[src/rtl/imm_gen_pipe_if.sv]
// Instruction-in / immediate-out handshake bundle for imm_gen_pipe.
// The master drives instructions and consumes immediates; the slave is the decoder.
interface imm_gen_pipe_if #(
  parameter int XLEN  = 64,
  parameter int TAG_W = 64
);
  logic              in_valid;
  logic              in_ready;
  logic [31:0]       ins;
  logic [TAG_W-1:0]  in_tag;
  logic              out_valid;
  logic              out_ready;
  logic [XLEN-1:0]   imm;
  logic [2:0]        fmt;
  logic              illegal;
  logic [TAG_W-1:0]  out_tag;

  modport master (
    output in_valid, ins, in_tag, out_ready,
    input  in_ready, out_valid, imm, fmt, illegal, out_tag
  );

  modport slave (
    input  in_valid, ins, in_tag, out_ready,
    output in_ready, out_valid, imm, fmt, illegal, out_tag
  );
endinterface

[src/rtl/imm_gen_pipe.sv]
// RISC-V immediate generator behind a 2-entry skid buffer (output reg + skid reg).
// Optional macro IMM_GEN_CSR_EN decodes the zimm of CSRRWI/CSRRSI/CSRRCI as format Z.
module imm_gen_pipe #(
  parameter int XLEN  = 64,
  parameter int TAG_W = 64
) (
  input  logic         clk,
  input  logic         reset,
  input  logic         flush,
  imm_gen_pipe_if.slave bus
);

  localparam logic [6:0] OP_LOAD   = 7'b0000011;
  localparam logic [6:0] OP_IMM    = 7'b0010011;
  localparam logic [6:0] OP_JALR   = 7'b1100111;
  localparam logic [6:0] OP_IMM32  = 7'b0011011;
  localparam logic [6:0] OP_STORE  = 7'b0100011;
  localparam logic [6:0] OP_BRANCH = 7'b1100011;
  localparam logic [6:0] OP_LUI    = 7'b0110111;
  localparam logic [6:0] OP_AUIPC  = 7'b0010111;
  localparam logic [6:0] OP_JAL    = 7'b1101111;
  localparam logic [6:0] OP_REG    = 7'b0110011;
  localparam logic [6:0] OP_REG32  = 7'b0111011;
  localparam logic [6:0] OP_SYSTEM = 7'b1110011;

  localparam logic [2:0] FMT_R = 3'd0;
  localparam logic [2:0] FMT_I = 3'd1;
  localparam logic [2:0] FMT_S = 3'd2;
  localparam logic [2:0] FMT_B = 3'd3;
  localparam logic [2:0] FMT_U = 3'd4;
  localparam logic [2:0] FMT_J = 3'd5;
`ifdef IMM_GEN_CSR_EN
  localparam logic [2:0] FMT_Z = 3'd6;
`endif

  typedef struct packed {
    logic signed [XLEN-1:0] imm;
    logic [2:0]             fmt;
    logic                   illegal;
  } dec_t;

  function automatic logic signed [XLEN-1:0] sext12(input logic signed [11:0] v);
    return XLEN'(v);
  endfunction

  function automatic logic signed [XLEN-1:0] sext13(input logic signed [12:0] v);
    return XLEN'(v);
  endfunction

  function automatic logic signed [XLEN-1:0] sext21(input logic signed [20:0] v);
    return XLEN'(v);
  endfunction

  function automatic logic signed [XLEN-1:0] sext32(input logic signed [31:0] v);
    return XLEN'(v);
  endfunction

  function automatic dec_t decode(input logic [31:0] w);
    dec_t d;
    d.imm     = '0;
    d.fmt     = FMT_R;
    d.illegal = 1'b0;
    case (w[6:0])
      OP_LOAD, OP_IMM, OP_JALR: begin
        d.fmt = FMT_I;
        d.imm = sext12(w[31:20]);
      end
      OP_IMM32: begin
        if (XLEN == 64) begin
          d.fmt = FMT_I;
          d.imm = sext12(w[31:20]);
        end else begin
          d.illegal = 1'b1;
        end
      end
      OP_STORE: begin
        d.fmt = FMT_S;
        d.imm = sext12({w[31:25], w[11:7]});
      end
      OP_BRANCH: begin
        d.fmt = FMT_B;
        d.imm = sext13({w[31], w[7], w[30:25], w[11:8], 1'b0});
      end
      OP_LUI, OP_AUIPC: begin
        d.fmt = FMT_U;
        d.imm = sext32({w[31:12], 12'b0});
      end
      OP_JAL: begin
        d.fmt = FMT_J;
        d.imm = sext21({w[31], w[19:12], w[20], w[30:21], 1'b0});
      end
      OP_REG, OP_REG32: begin
        d.fmt = FMT_R;
      end
      OP_SYSTEM: begin
`ifdef IMM_GEN_CSR_EN
        // Only the immediate CSR forms (funct3 = 1xx, excluding 100) carry a zimm.
        if (w[14] && (w[13:12] != 2'b00)) begin
          d.fmt = FMT_Z;
          d.imm = XLEN'(w[19:15]);
        end
`endif
      end
      default: begin
        d.illegal = 1'b1;
      end
    endcase
    return d;
  endfunction

  dec_t             dec_in;
  dec_t             dec_p0;
  dec_t             dec_p1;
  logic [TAG_W-1:0] tag_p0;
  logic [TAG_W-1:0] tag_p1;
  logic             vld_p0;
  logic             vld_p1;
  logic             accept;
  logic             load_p0;

  assign dec_in  = decode(bus.ins);
  assign accept  = bus.in_valid && !vld_p1;
  assign load_p0 = !vld_p0 || bus.out_ready;

  // p0 = output register, p1 = skid register; the skid always drains into p0 first
  always_ff @(posedge clk) begin
    if (reset) begin
      vld_p0 <= 1'b0;
      vld_p1 <= 1'b0;
      dec_p0 <= '0;
      tag_p0 <= '0;
    end else if (flush) begin
      vld_p0 <= 1'b0;
      vld_p1 <= 1'b0;
    end else if (load_p0) begin
      vld_p0 <= vld_p1 || accept;
      vld_p1 <= 1'b0;
      if (vld_p1) begin
        dec_p0 <= dec_p1;
        tag_p0 <= tag_p1;
      end else if (accept) begin
        dec_p0 <= dec_in;
        tag_p0 <= bus.in_tag;
      end
    end else if (accept) begin
      vld_p1 <= 1'b1;
      dec_p1 <= dec_in;
      tag_p1 <= bus.in_tag;
    end
  end

  assign bus.in_ready  = !vld_p1;
  assign bus.out_valid = vld_p0;
  assign bus.imm       = dec_p0.imm;
  assign bus.fmt       = dec_p0.fmt;
  assign bus.illegal   = dec_p0.illegal;
  assign bus.out_tag   = tag_p0;

endmodule

[src/flat_wrapper.sv]
// flat-port wrapper written by rule: the top's interface ports become plain ports
module imm_gen_pipe_flat 
#(
  parameter int XLEN  = 64,
  parameter int TAG_W = 64
)
  (clk, reset, flush, bus_in_valid, bus_ins, bus_in_tag, bus_out_ready, bus_in_ready, bus_out_valid, bus_imm, bus_fmt, bus_illegal, bus_out_tag);
  imm_gen_pipe_if #(.XLEN(XLEN), .TAG_W(TAG_W)) bus_i ();
  input  logic clk;
  input  logic reset;
  input  logic flush;
  input wire logic [$bits(bus_i.in_valid)-1:0] bus_in_valid;
  input wire logic [$bits(bus_i.ins)-1:0] bus_ins;
  input wire logic [$bits(bus_i.in_tag)-1:0] bus_in_tag;
  input wire logic [$bits(bus_i.out_ready)-1:0] bus_out_ready;
  output wire logic [$bits(bus_i.in_ready)-1:0] bus_in_ready;
  output wire logic [$bits(bus_i.out_valid)-1:0] bus_out_valid;
  output wire logic [$bits(bus_i.imm)-1:0] bus_imm;
  output wire logic [$bits(bus_i.fmt)-1:0] bus_fmt;
  output wire logic [$bits(bus_i.illegal)-1:0] bus_illegal;
  output wire logic [$bits(bus_i.out_tag)-1:0] bus_out_tag;
  assign bus_i.in_valid = bus_in_valid;
  assign bus_i.ins = bus_ins;
  assign bus_i.in_tag = bus_in_tag;
  assign bus_i.out_ready = bus_out_ready;
  assign bus_in_ready = bus_i.in_ready;
  assign bus_out_valid = bus_i.out_valid;
  assign bus_imm = bus_i.imm;
  assign bus_fmt = bus_i.fmt;
  assign bus_illegal = bus_i.illegal;
  assign bus_out_tag = bus_i.out_tag;
  imm_gen_pipe #(.XLEN(XLEN), .TAG_W(TAG_W)) u_core (.clk(clk), .reset(reset), .flush(flush), .bus(bus_i));
endmodule
[config.mk]
export PLATFORM = sky130hd
export DESIGN_NAME = imm_gen_pipe_flat
export DESIGN_NICKNAME = d
export VERILOG_FILES = /design/src/rtl/imm_gen_pipe_if.sv /design/src/rtl/imm_gen_pipe.sv /design/src/flat_wrapper.sv
export SDC_FILE = /design/constraint.sdc
export NUM_CORES = 1
export LEC_CHECK = 0
export CORE_MARGIN = 8
export CORE_UTILIZATION = 35
export DETAILED_ROUTE_END_ITERATION = 16
export GPL_TIMING_DRIVEN = 0
export SETUP_SLACK_MARGIN = 0.4
export SLEW_MARGIN = 20
export SYNTH_ARGS = -nofsm -noshare
export SYNTH_HDL_FRONTEND = slang
export SYNTH_SLANG_ARGS = --single-unit
[constraint.sdc]
create_clock -name clk -period 33.9 [get_ports clk]
set_input_delay 10.17 -clock clk [delete_from_list [all_inputs] [get_ports clk]]
set_output_delay 10.17 -clock clk [all_outputs]
set_load 0.02 [all_outputs]
=== Word-level counts from Yosys, hierarchy flattened ===
Cells that the tools add are included.

* Bitwise operators: 3
* Eq/ne operators: 12
* Muxes and demuxes: 7
* Reduce and logical (&&, ||, !) cells: 13

{| class="wikitable"
|+ Operator list
! kind !! count
|-
| one-hot mux 64 bit (5 select lines) || 1
|-
| two-way mux 68 bit || 2
|-
| two-way mux 64 bit || 2
|-
| == test 7 x 6 -> 1 bit (second input constant) || 4
|-
| == test 7 bit (second input constant) || 4
|-
| == test 7 x 5 -> 1 bit (second input constant) || 3
|-
| one-hot mux 3 bit (5 select lines) || 1
|-
| OR reduction 12 bit || 1
|-
| == test 7 x 2 -> 1 bit (second input constant) || 1
|-
| AND reduction 4 bit || 1
|-
| OR reduction 2 bit || 2
|-
| OR reduction 4 bit || 1
|-
| NOT 1 bit || 3
|-
| AND reduction 3 bit || 1
|-
| OR reduction 3 bit || 1
|-
| logical NOT 1 bit || 2
|-
| logical OR 1 bit || 2
|-
| nonzero test 2 bit || 1
|-
| logical AND 1 bit || 1
|-
| two-way mux 1 bit || 1
|}

* Register bits after elaboration: 266
* Logic and storage cells: 45
* Output and inout bits: 134
* Input port bits: 101

=== Longest topological paths before layout ===
* Word-level depth: 5
* Depth in mapped cells: 8
* Gate-level depth less buffers: 5

=== Least setup slack after synthesis ===
OpenSTA, ideal clock, no wires.

* Path kind: input -> register
* Start: in reset
* End: reg u_core.dec_p1[0] (netlist bit), enable pin
* Slack: 13122 ps
* Required time: 33095 ps
* Cell stages on the path: 2
* Arrival time: 19973 ps
* Path buffers: 1
* Cells stage by stage: buf_1 > nor4_1

* Cells in the longest elaborated chain, start to end: 2

{| class="wikitable"
|+ RTL lines
! element !! RTL line !! RTL
|-
| start: declaration || flat_wrapper.sv:10 || <nowiki>input logic reset;</nowiki>
|-
| NOT 1 bit (no line) || -- ||
|-
| AND reduction 4 bit (no line) || -- ||
|-
| end signal: assignment || imm_gen_pipe.sv:147 || <nowiki>dec_p1 <= dec_in;</nowiki>
|-
| end: declaration || imm_gen_pipe.sv:113 || <nowiki>dec_t dec_p1;</nowiki>
|}

Every way passes these cells.
A chain may end at the register's enable or synchronous reset.

=== Final worst setup path ===
* Start: reg u_core.vld_p1
* End: out bus_in_ready

* Cells in the longest elaborated chain, start to end: 1

{| class="wikitable"
|+ RTL lines
! element !! RTL line !! RTL
|-
| start: declaration || imm_gen_pipe.sv:117 || <nowiki>logic vld_p1;</nowiki>
|-
| start signal: assignment || imm_gen_pipe.sv:129 || <nowiki>vld_p1 <= 1'b0;</nowiki>
|-
| start signal: assignment || imm_gen_pipe.sv:134 || <nowiki>vld_p1 <= 1'b0;</nowiki>
|-
| start signal: assignment || imm_gen_pipe.sv:137 || <nowiki>vld_p1 <= 1'b0;</nowiki>
|-
| logical NOT 1 bit || imm_gen_pipe.sv:152 || <nowiki>assign bus.in_ready = !vld_p1;</nowiki>
|-
| end: declaration || flat_wrapper.sv:16 || <nowiki>output wire logic [$bits(bus_i.in_ready)-1:0] bus_in_ready;</nowiki>
|}

Every way passes these cells.

==> results_dict.tcl <==
set metrics [dict create \
    synthMuxAreaShare_pct 7.862 \
    fin_crit_ns 13.01 \
    crit_fanout 10 \
    synth_compound_area_share_pct 13.64 \
    gp_congestion 0.8817 \
    ios 235 \
    path_cells "clkbuf_2 -> inv_1 -> clkbuf_1 -> clkbuf_1 -> buf_2 -> clkdlybuf4s50_1" \
    drive_above_1_share_pct 12.62 \
    core-area_um2 23330 \
    ys_seq_area_share_pct 60.96 \
    path_buf_inv 6 \
    cp.arrival_ns 2.84 \
    hold_buffers 0 \
    numPortBuffers 233 \
    avgSynthCellArea_um2 11.61 \
    cts-buffers-inserted 23 \
    worstHoldPathCells 2 \
    syn_inst 713 \
    synth_top_cell_area_share_pct 36.29 \
    critical_path.top_delay_family "buffers and inverters" \
    finalHoldViolations 0 \
    synth.most_common_cell "dfxtp_1" \
    rsz0062_at_grt "no" \
    reg2reg_depth 10 \
    dr.pass1.iters 4 \
    antenna_found_initial 0 \
    setup_ws_ns 20.89 \
    grt_pass1_wl_mm 38.48 \
    max_freq_mhz 76.86 \
    grt_pass1_vias 6398 \
    peakVddDrop_uv 27.31 \
    synth_flop_cell "dfxtp_1" \
    reg2reg_from "u_core.vld_p1" \
    power_density_nw_per_um2 49.56 \
    vias 6507 \
    clkTransAtPathRegs_ns 0.06 \
    grt_max_degree 35 \
    r2r-end "u_core.tag_p1[48]" \
    cp-end-kind "output port" \
    synth-warning-count 0 \
    cp_data_required_time_ns 23.73 \
    cts_max_level 1 \
    cts.sinks 202 \
    grt.total_usage_pct 16.87 \
    switching_share_pct 23.90 \
    tightest_slew_ns 0.7374 \
    post_cts_buffers 0 \
    regToRegSetupSlack_ns 30.92 \
    status "complete, no violations" \
    comb_power_share_pct 13.6 \
    hpwl_mm 18.87 \
    dieArea_um2 28820 \
    post-route-period-util_pct 38.38 \
    synth_nets 814 \
    clock_path_buffers 3 \
    vias_per_cell 4.911 \
    synth_edf_count 100 \
    skew_ns 0.008203 \
    root_buffer "clkbuf_16" \
    area_growth_syn_to_layout_pct 43.38 \
    power_frac_seq_pct 45.7 \
    chipHeight_um 169.8 \
    synth_top_family_by_area "compound AO/OA/AOI/OAI gates" \
    synth_area_um2 8275 \
    async_flop_share_pct 0 \
    crit_cells 6 \
    nets 1090 \
    relSlewSlack_pct 50.84 \
    p_sw_w 0.0001405 \
    post_drt_wl_per_cell_um 19.07 \
    cts_tree "yes" \
    cp-startpoint "u_core.vld_p1" \
    slowest_stage "clkdlybuf4s50_1" \
    hold_class "reg -> reg" \
    drt_wl_total_mm 25.27 \
    initial_core_util_pct 35.47 \
    yosysTopAreaCell "edfxtp_1" \
    worstHoldEndpoint "u_core.bus.fmt[2]" \
    cap_violations 0 \
    post_cts_resized 0 \
    antenna_left 0 \
    clockPowerShare_pct 40.7 \
    ys_types 49 \
    die_w_um 169.8 \
    diodes 0 \
    synth-xor-area-share_pct 0 \
    dp_slack_ns 20.82 \
    min_from "u_core.bus.fmt[2]" \
    slowest_delay_ns 0.67 \
    drc 0 \
    crit_type "reg -> out" \
    fill_cells 2095 \
    synth_simple_gate_area_share_pct 11.51 \
    setup_viol 0 \
    synth_fa_ha_area_share_pct 0 \
    final-max-slew-violation-count 0 \
    synth_common_cells "102 x dfxtp_1, 100 x edfxtp_1, 79 x nor2_1" \
    internal-power_w 0.0004475 \
    grt_remaining_overflow 0 \
    synth.area.top_cells "edfxtp_1 36%, dfxtp_1 25%, mux2i_1 7.9%" \
    fp-row-count 56 \
    crit_top_cell "clkbuf_1" \
    drtIter0Drc 467 \
    p_leak_nw 4.232 \
    ys_seq_elements 202 \
    clk_latency_ns 0.49 \
    finalSetupTns_ns 0 \
    startpoint_type "flop" \
]
## per-stage QoR
step / total power [W] / cells / instance area [µm²] / hold slack (ns) / util, %
detailed placement: 0.0003550 / 1283 / 11130 / 0.4542 / 47.72
CTS: 0.0005972 / 1325 / 11860 / 0.4623 / 50.85
global placement: 0.0003543 / 1265 / 11010 / 0.4443 / 47.17
global route: 0.0006117 / 1325 / 11870 / 0.4892 / 50.85
floorplan: 0.0003113 / 713 / 8275 / 0.5238 / -
finish: 0.0005880 / 1325 / 11870 / 0.4581 / 50.85
## worst max-delay path by stage
stage / endpoint / slack [ns]
after floorplan: u_core.dec_p1[0] / 13.12
after global placement: u_core.tag_p1[48] / 6.87
after detailed placement: u_core.tag_p1[46] / 20.82
after CTS: bus_in_ready / 20.87
after global routing: bus_in_ready / 20.69
final: bus_in_ready / 20.89
## cells by family (layout without fill, tap and decap cells)
| kind of cell | Yosys count | after routing |
|---|---|---|
| and+or+nand+nor | 207 | 207 |
| muxes | 65 | 65 |
| buffers and inverters | 90 | 383 |
| AOI/OAI and AO/OA | 149 | 149 |
| DFF | 202 | 202 |
## sequential cells by signal, summed over array words and instances, names as in the netlist
signal and cells:
u_core.bus.fmt 3, u_core.bus.illegal 1, u_core.bus.imm 32, u_core.bus.out_tag 64
u_core.bus.out_valid 1, u_core.dec_p1 36, u_core.tag_p1 64, u_core.vld_p1 1
## cell type report
| cell class | count | area, µm² | area share (%) |
|---|---|---|---|
| flip-flops and latches | 202 | 5046 | 42.53 |
| repair buffers | 251 | 2452 | 20.67 |
| clock buffers | 37 | 678.2 | 5.716 |
| inverters | 3 | 11.26 | 0.09491 |
| multi-input cells | 421 | 2738 | 23.07 |
| clock inverters | 5 | 52.55 | 0.4429 |
| plain buffers | 87 | 488.0 | 4.113 |
| well taps | 319 | 399.1 | 3.364 |
## routing by layer
metal | part of all wire, % | GRT usage, % | vias up
met5 | 0 | 0 | -
met3 | 6.7 | 3.443 | 24
li1 | - | - | 3159
met2 | 47 | 27.49 | 202
met4 | 1.2 | 3.117 | 0
met1 | 45 | 22.95 | 3122
## worst register-to-register path, stage by stage (launching register included)
cell and delay, ns:
dfxtp_1 0.29, clkbuf_2 0.13, inv_1 0.07, clkbuf_1 0.39
nand2_1 0.16, nor4_2 0.60, buf_4 0.29, buf_2 0.24
buf_4 0.20, buf_4 0.17, buf_4 0.16
## power by group through the flow
stage | sequential, W | clock [W] | combinational, W
floorplan | 0.000283 | 0 | 0.0000280
global placement | 0.000274 | 0 | 0.0000800
detailed placement | 0.000274 | 0 | 0.0000809
CTS | 0.000269 | 0.000247 | 0.0000812
global route | 0.000270 | 0.000256 | 0.0000856
finish | 0.000269 | 0.000239 | 0.0000800
## cells in the final DEF (no fill, tap or decap), types with 2 or more instances in the layout
| cell type | instances |
|---|---|
| a211oi_1 | 66 |
| a21o_1 | 2 |
| a21oi_1 | 10 |
| a221oi_1 | 8 |
| a221oi_2 | 10 |
| a311oi_1 | 13 |
| and2_1 | 8 |
| and3_1 | 2 |
| buf_1 | 2 |
| buf_2 | 29 |
| buf_4 | 45 |
| clkbuf_1 | 36 |
| clkbuf_16 | 23 |
| clkbuf_8 | 5 |
| clkdlybuf4s50_1 | 233 |
| clkinv_2 | 2 |
| dfxtp_1 | 101 |
| edfxtp_1 | 100 |
| inv_1 | 2 |
| mux2i_1 | 65 |
| nand2_1 | 74 |
| nand2b_1 | 3 |
| nand3b_1 | 3 |
| nor2_1 | 79 |
| nor3_1 | 10 |
| o21a_1 | 3 |
| o21ai_0 | 28 |
| or3_1 | 14 |
Note: power is estimated with default switching activity, not from simulation.
==> variant 1: new RTL, same flow settings <==
The option `IMM_GEN_CSR_EN` is turned on by a define.
--- a/src/rtl/imm_gen_pipe.sv
+++ b/src/rtl/imm_gen_pipe.sv
@@ -1,5 +1,7 @@
 // RISC-V immediate generator behind a 2-entry skid buffer (output reg + skid reg).
 // Optional macro IMM_GEN_CSR_EN decodes the zimm of CSRRWI/CSRRSI/CSRRCI as format Z.
+`define IMM_GEN_CSR_EN
+
 module imm_gen_pipe #(
   parameter int XLEN  = 64,
   parameter int TAG_W = 64
Function: not settled (the Yosys comparison gave no result); the edit may change what the design does.
==> variant 1 against the unedited design <==
- global-route usage fell by 0.092 points
- wire length rose by 1.4%
- power down 2.7%
- area after synthesis increased by 2.2%
- die area up 2.0%
- sequential cell count is the same
- count of clock-buffer cells in the layout fell by 3
- setup slack gained 0.63 ns
- final area grew 1.0%
- combinational power up 2.6%
- hold slack got worse by 0.023 ns
==> variant 1: results (changes against the unedited design) <==
metric,value,unit,change
yosys warns,0,,unchanged
Synth top cells by count,"dfxtp_1 (102), edfxtp_1 (100), nor2_1 (98)",,
"CTS clk-pin slew, worst paths",0.05,ns,
min-delay worst type,flop to flop,,
Placed Area,11300,um2,+1.7%
Worst Path Arrival,12.57,ns,+9.73 ns
pre-CTS setup slack,20.99,ns,+0.167 ns
total CTS buffers,23,,unchanged
DR vias/cell,4.86,,-0.98%
antenna cells,0,,unchanged
clk root buf,clkbuf_16,,
DR iter-0 viols,466,,-0.21%
hpwl dp,19400,um,+3.0%
Pint,0.434,mW,-3.1%
layout cell share with drive strength beyond 1,11.5,%,-1.1 points
syn_nets,843,,+3.6%
"Seq/Total Area, Yosys",59.6,%,-1.3 points
Worst slew margin,43.2,%,-7.6 points
post-synth cell types,54,,+10%
antenna violations before repair,2,,+2
GRT Util Overall,16.8,%,-0.092 points
first-pass GRT wire length,38600,um,+0.29%
Post-synth EDFFs,100,,unchanged
CTS max path bufs,3,,unchanged
LEAKAGE,4.25,nW,+0.40%
post_cts resized,0,,unchanged
post-CTS setup buffer count,0,,unchanged
Routed WL,25600,um,+1.4%
worst skew pair latency,0.49,ns,about the same
DR pass1 iterations,6,,+2
Synth Flop Type,dfxtp_1,,
IO buf count,234,,+0.43%
largest net degree at the start of global routing,35,,unchanged
Fill cells,2251,,+7.4%
fin nets,1119,,+2.7%
Worst Skew,0.00832,ns,+0.000113 ns
asr flop ratio synth,0,%,unchanged
Routability Congestion,0.864,,-2.0%
outcome,"finished, final reports clean",,
largest cells by area after synthesis,"edfxtp_1 (36%), dfxtp_1 (24%), a211oi_1 (8.5%)",,
vias in the first global route,6639,,+3.8%
Max Fanout on Critical Path,10,,unchanged
H-tree levels,1,,unchanged
maximum VDD drop,29.3,uV,+7.3%
==> variant 1: power groups by stage <==
stage	Clock (mW)	Sequential, mW	Combinational, mW
CTS	0.227	0.269	0.0833
detailed placement	0	0.274	0.0830
floorplan	0	0.283	0.0298
global placement	0	0.274	0.0823
finish	0.221	0.269	0.0821
global route	0.236	0.270	0.0883
==> variant 1: cells by family (layout without fill, tap and decap cells) <==
group	after synthesis	in the layout	share of synthesized area, %
AND/OR/NAND/NOR	214	214	12.2
flip-flops	202	202	59.6
AO/OA/AOI/OAI	163	163	13.9
buffers and inverters	95	386	6.23
multiplexers	66	66	7.81
adder cells (fa/ha/maj)	1	1	0.118
XOR/XNOR	1	1	0.104
==> variant 1: layer usage <==
layer	part of all wire, %	track usage, %	up-vias
li1	-	-	3255
met1	45	22.0	3105
met2	47	27.8	200
met3	6.2	3.72	35
met4	1.5	3.86	4
met5	0.090	0	-
==> variant 1: layout make-up <==
type / instances / share of cell area [%]
sequential: 202 / 42.1
buffer: 88 / 4.18
clock buffer: 34 / 5.31
inverter: 7 / 0.219
tap: 324 / 3.38
timing repair buffer: 251 / 20.4
multi-input combinational: 445 / 24.1
clock inverter: 6 / 0.240
==> variant 1: worst max-delay path, stage by stage <==
cell and delay [ns]:
clkdlybuf4s50_1 0.51, clkbuf_1 0.31, nor4_2 0.81, buf_4 0.30, buf_2 0.23, buf_2 0.23
==> variant 1: final timing paths <==
| kind | cells after the start | slack (ns) | endpoint | startpoint |
|---|---|---|---|---|
| max | 6 | 21.52 | u_core.tag_p1[10] | reset |
| min | 2 | 0.44 | u_core.bus.fmt[1] | u_core.bus.fmt[1] |
| max reg2reg | 8 | 31.20 | u_core.tag_p1[10] | u_core.vld_p1 |
| min reg2reg | 2 | 0.44 | u_core.bus.fmt[1] | u_core.bus.fmt[1] |
==> variant 1: through the flow <==
stage                     utilization (%)  total power, mW  std cells
after floorplan                         -            0.313        742
after CTS                            49.9            0.579       1357
final                                49.9            0.572       1357
after global placement               46.6            0.357       1300
after detailed placement             47.1            0.357       1317
after global routing                 49.9            0.594       1357
==> variant 2: new RTL, same flow settings <==
Made on the original files. `XLEN` is set to 64 in 3 places; all go to 96.
--- a/src/rtl/imm_gen_pipe_if.sv
+++ b/src/rtl/imm_gen_pipe_if.sv
@@ -1,7 +1,7 @@
 // Instruction-in / immediate-out handshake bundle for imm_gen_pipe.
 // The master drives instructions and consumes immediates; the slave is the decoder.
 interface imm_gen_pipe_if #(
-  parameter int XLEN  = 64,
+  parameter int XLEN  = 96,
   parameter int TAG_W = 64
 );
   logic              in_valid;
--- a/src/rtl/imm_gen_pipe.sv
+++ b/src/rtl/imm_gen_pipe.sv
@@ -1,7 +1,7 @@
 // RISC-V immediate generator behind a 2-entry skid buffer (output reg + skid reg).
 // Optional macro IMM_GEN_CSR_EN decodes the zimm of CSRRWI/CSRRSI/CSRRCI as format Z.
 module imm_gen_pipe #(
-  parameter int XLEN  = 64,
+  parameter int XLEN  = 96,
   parameter int TAG_W = 64
 ) (
   input  logic         clk,
--- a/src/flat_wrapper.sv
+++ b/src/flat_wrapper.sv
@@ -1,7 +1,7 @@
 // flat-port wrapper written by rule: the top's interface ports become plain ports
 module imm_gen_pipe_flat 
 #(
-  parameter int XLEN  = 64,
+  parameter int XLEN  = 96,
   parameter int TAG_W = 64
 )
   (clk, reset, flush, bus_in_valid, bus_ins, bus_in_tag, bus_out_ready, bus_in_ready, bus_out_valid, bus_imm, bus_fmt, bus_illegal, bus_out_tag);
Interface: changed (resized bus_imm); port bits go from 235 to 267. The function was not compared with the original's and may differ.
==> variant 2 against the unedited design <==
- final area is 6.0% higher
- utilization increased by 0.86 points
- via count increased by 4.1%
- maximum frequency rose by 2.2%
- setup slack improved by 0.29 ns
- sequential cell count is the same
- wire length up 3.7%
- combinational power fell by 18%
- power fell by 0.66%
- register-to-register slack better by 0.85 ns
- hold slack better by 0.0093 ns
- area after synthesis grew 4.8%
- critical path type unchanged
==> variant 2: results (changes against the unedited design) <==
metric,value,unit,change
Synth Flop Type,dfxtp_1,,
yosys warns,0,,unchanged
maximum VDD drop,33.5,uV,+23%
DR pass1 iterations,5,,+1
largest cells by area after synthesis,"edfxtp_1 (35%), dfxtp_1 (24%), mux2i_1 (7.5%)",,
Routability Congestion,0.801,,-9.2%
"Seq/Total Area, Yosys",58.2,%,-2.8 points
RR Startpoint,u_core.vld_p1,,
design area,12600,um2,+6.0%
antenna cells,0,,unchanged
Worst slew margin,48.2,%,-2.6 points
largest net degree at the start of global routing,46,,+31%
clk root buf,clkbuf_16,,
IO buf count,264,,+13%
Avg WL per Cell,19.0,um,-0.39%
Hold Startpoint,u_core.bus.imm[11],,
total CTS buffers,24,,+4.3%
delay of the slowest critical-path stage,0.72,ns,+0.05 ns
H-tree levels,1,,unchanged
hpwl dp,18900,um,+0.19%
outcome,"finished, final reports clean",,
DR vias/cell,4.91,,about the same
CP max stage cell,clkdlybuf4s50_1,,
"CTS clk-pin slew, worst paths",0.06,ns,about the same
Worst Skew,0.00803,ns,-0.000174 ns
R2R setup slack,31.77,ns,+0.85 ns
Worst Path Arrival,2.55,ns,-0.29 ns
vias in the first global route,6896,,+7.8%
Max Fanout on Critical Path,10,,unchanged
Worst R2R Path Depth,6,,-4
post-synth cell types,52,,+6.1%
antenna violations before repair,0,,unchanged
GRT Util Overall,16.7,%,-0.16 points
Worst Hold Path EP,u_core.bus.imm[11],,
CP Class,flop to output pin,,
setup TNS,0,ns,unchanged
Placed Area,11800,um2,+5.9%
layout cell share with drive strength beyond 1,14.0,%,+1.4 points
fin nets,1138,,+4.4%
worst r2r dst,u_core.bus.out_tag[55],,
first-pass GRT wire length,40600,um,+5.4%
sw power,0.136,mW,-3.5%
DR iter-0 viols,363,,-22%
syn_nets,845,,+3.8%
post-CTS setup buffer count,0,,unchanged
CTS max path bufs,3,,unchanged
Fill cells,2197,,+4.9%
hold path depth,2,,unchanged
Synth top cells by count,"dfxtp_1 (102), edfxtp_1 (100), nor2_1 (77)",,
LEAKAGE,4.70,nW,+11%
worst skew pair latency,0.50,ns,
Post-synth EDFFs,100,,unchanged
## variant 2: power groups by stage
stage	Clock (mW)	Sequential [mW]	Combinational, mW
5_1_grt	0.270	0.267	0.0708
3_5_place_dp	0	0.272	0.0660
3_3_place_gp	0	0.272	0.0654
4_1_cts	0.260	0.267	0.0663
6_report	0.252	0.266	0.0655
2_1_floorplan	0	0.280	0.0216
## variant 2: cell families after synthesis
group / count (synthesis) / share of synthesized area [%]
and+or+nand+nor: 176 / 10.6
buffers and inverters: 123 / 8.67
AOI/OAI and AO/OA: 177 / 14.9
DFF: 202 / 58.2
muxes: 66 / 7.68
## variant 2: metrics by stage
stage / power, mW / hold WS [ns] / worst slack [ns] / cells
after detailed placement: 0.338 / 0.460 / 21.54 / 1335
after global routing: 0.608 / 0.484 / 21.01 / 1379
after floorplan: 0.301 / 0.455 / 20.65 / 744
after CTS: 0.592 / 0.469 / 21.11 / 1379
after global placement: 0.337 / 0.454 / 18.56 / 1332
final: 0.584 / 0.467 / 21.18 / 1379
## variant 2: layout make-up
cell class                      count  share of cell area [%]
Sequential cell                   202                    40.1
Multi-Input combinational cell    419                    22.9
Timing Repair Buffer              267                    21.5
Buffer                            117                    5.80
Clock buffer                       30                    5.29
Tap cell                          324                    3.22
Clock inverter                     14                   0.945
Inverter                            6                   0.179
## variant 2: routing by layer
metal | GRT usage, % | share of wire [%] | up-vias | wire length [um]
met2 | 26.7 | 46 | 229 | 12100
met1 | 22.4 | 45 | 3229 | 11800
met3 | 4.42 | 7.9 | 22 | 2070
met4 | 3.27 | 1.1 | 0 | 292
li1 | - | - | 3293 | -
met5 | 0 | 0 | - | 0
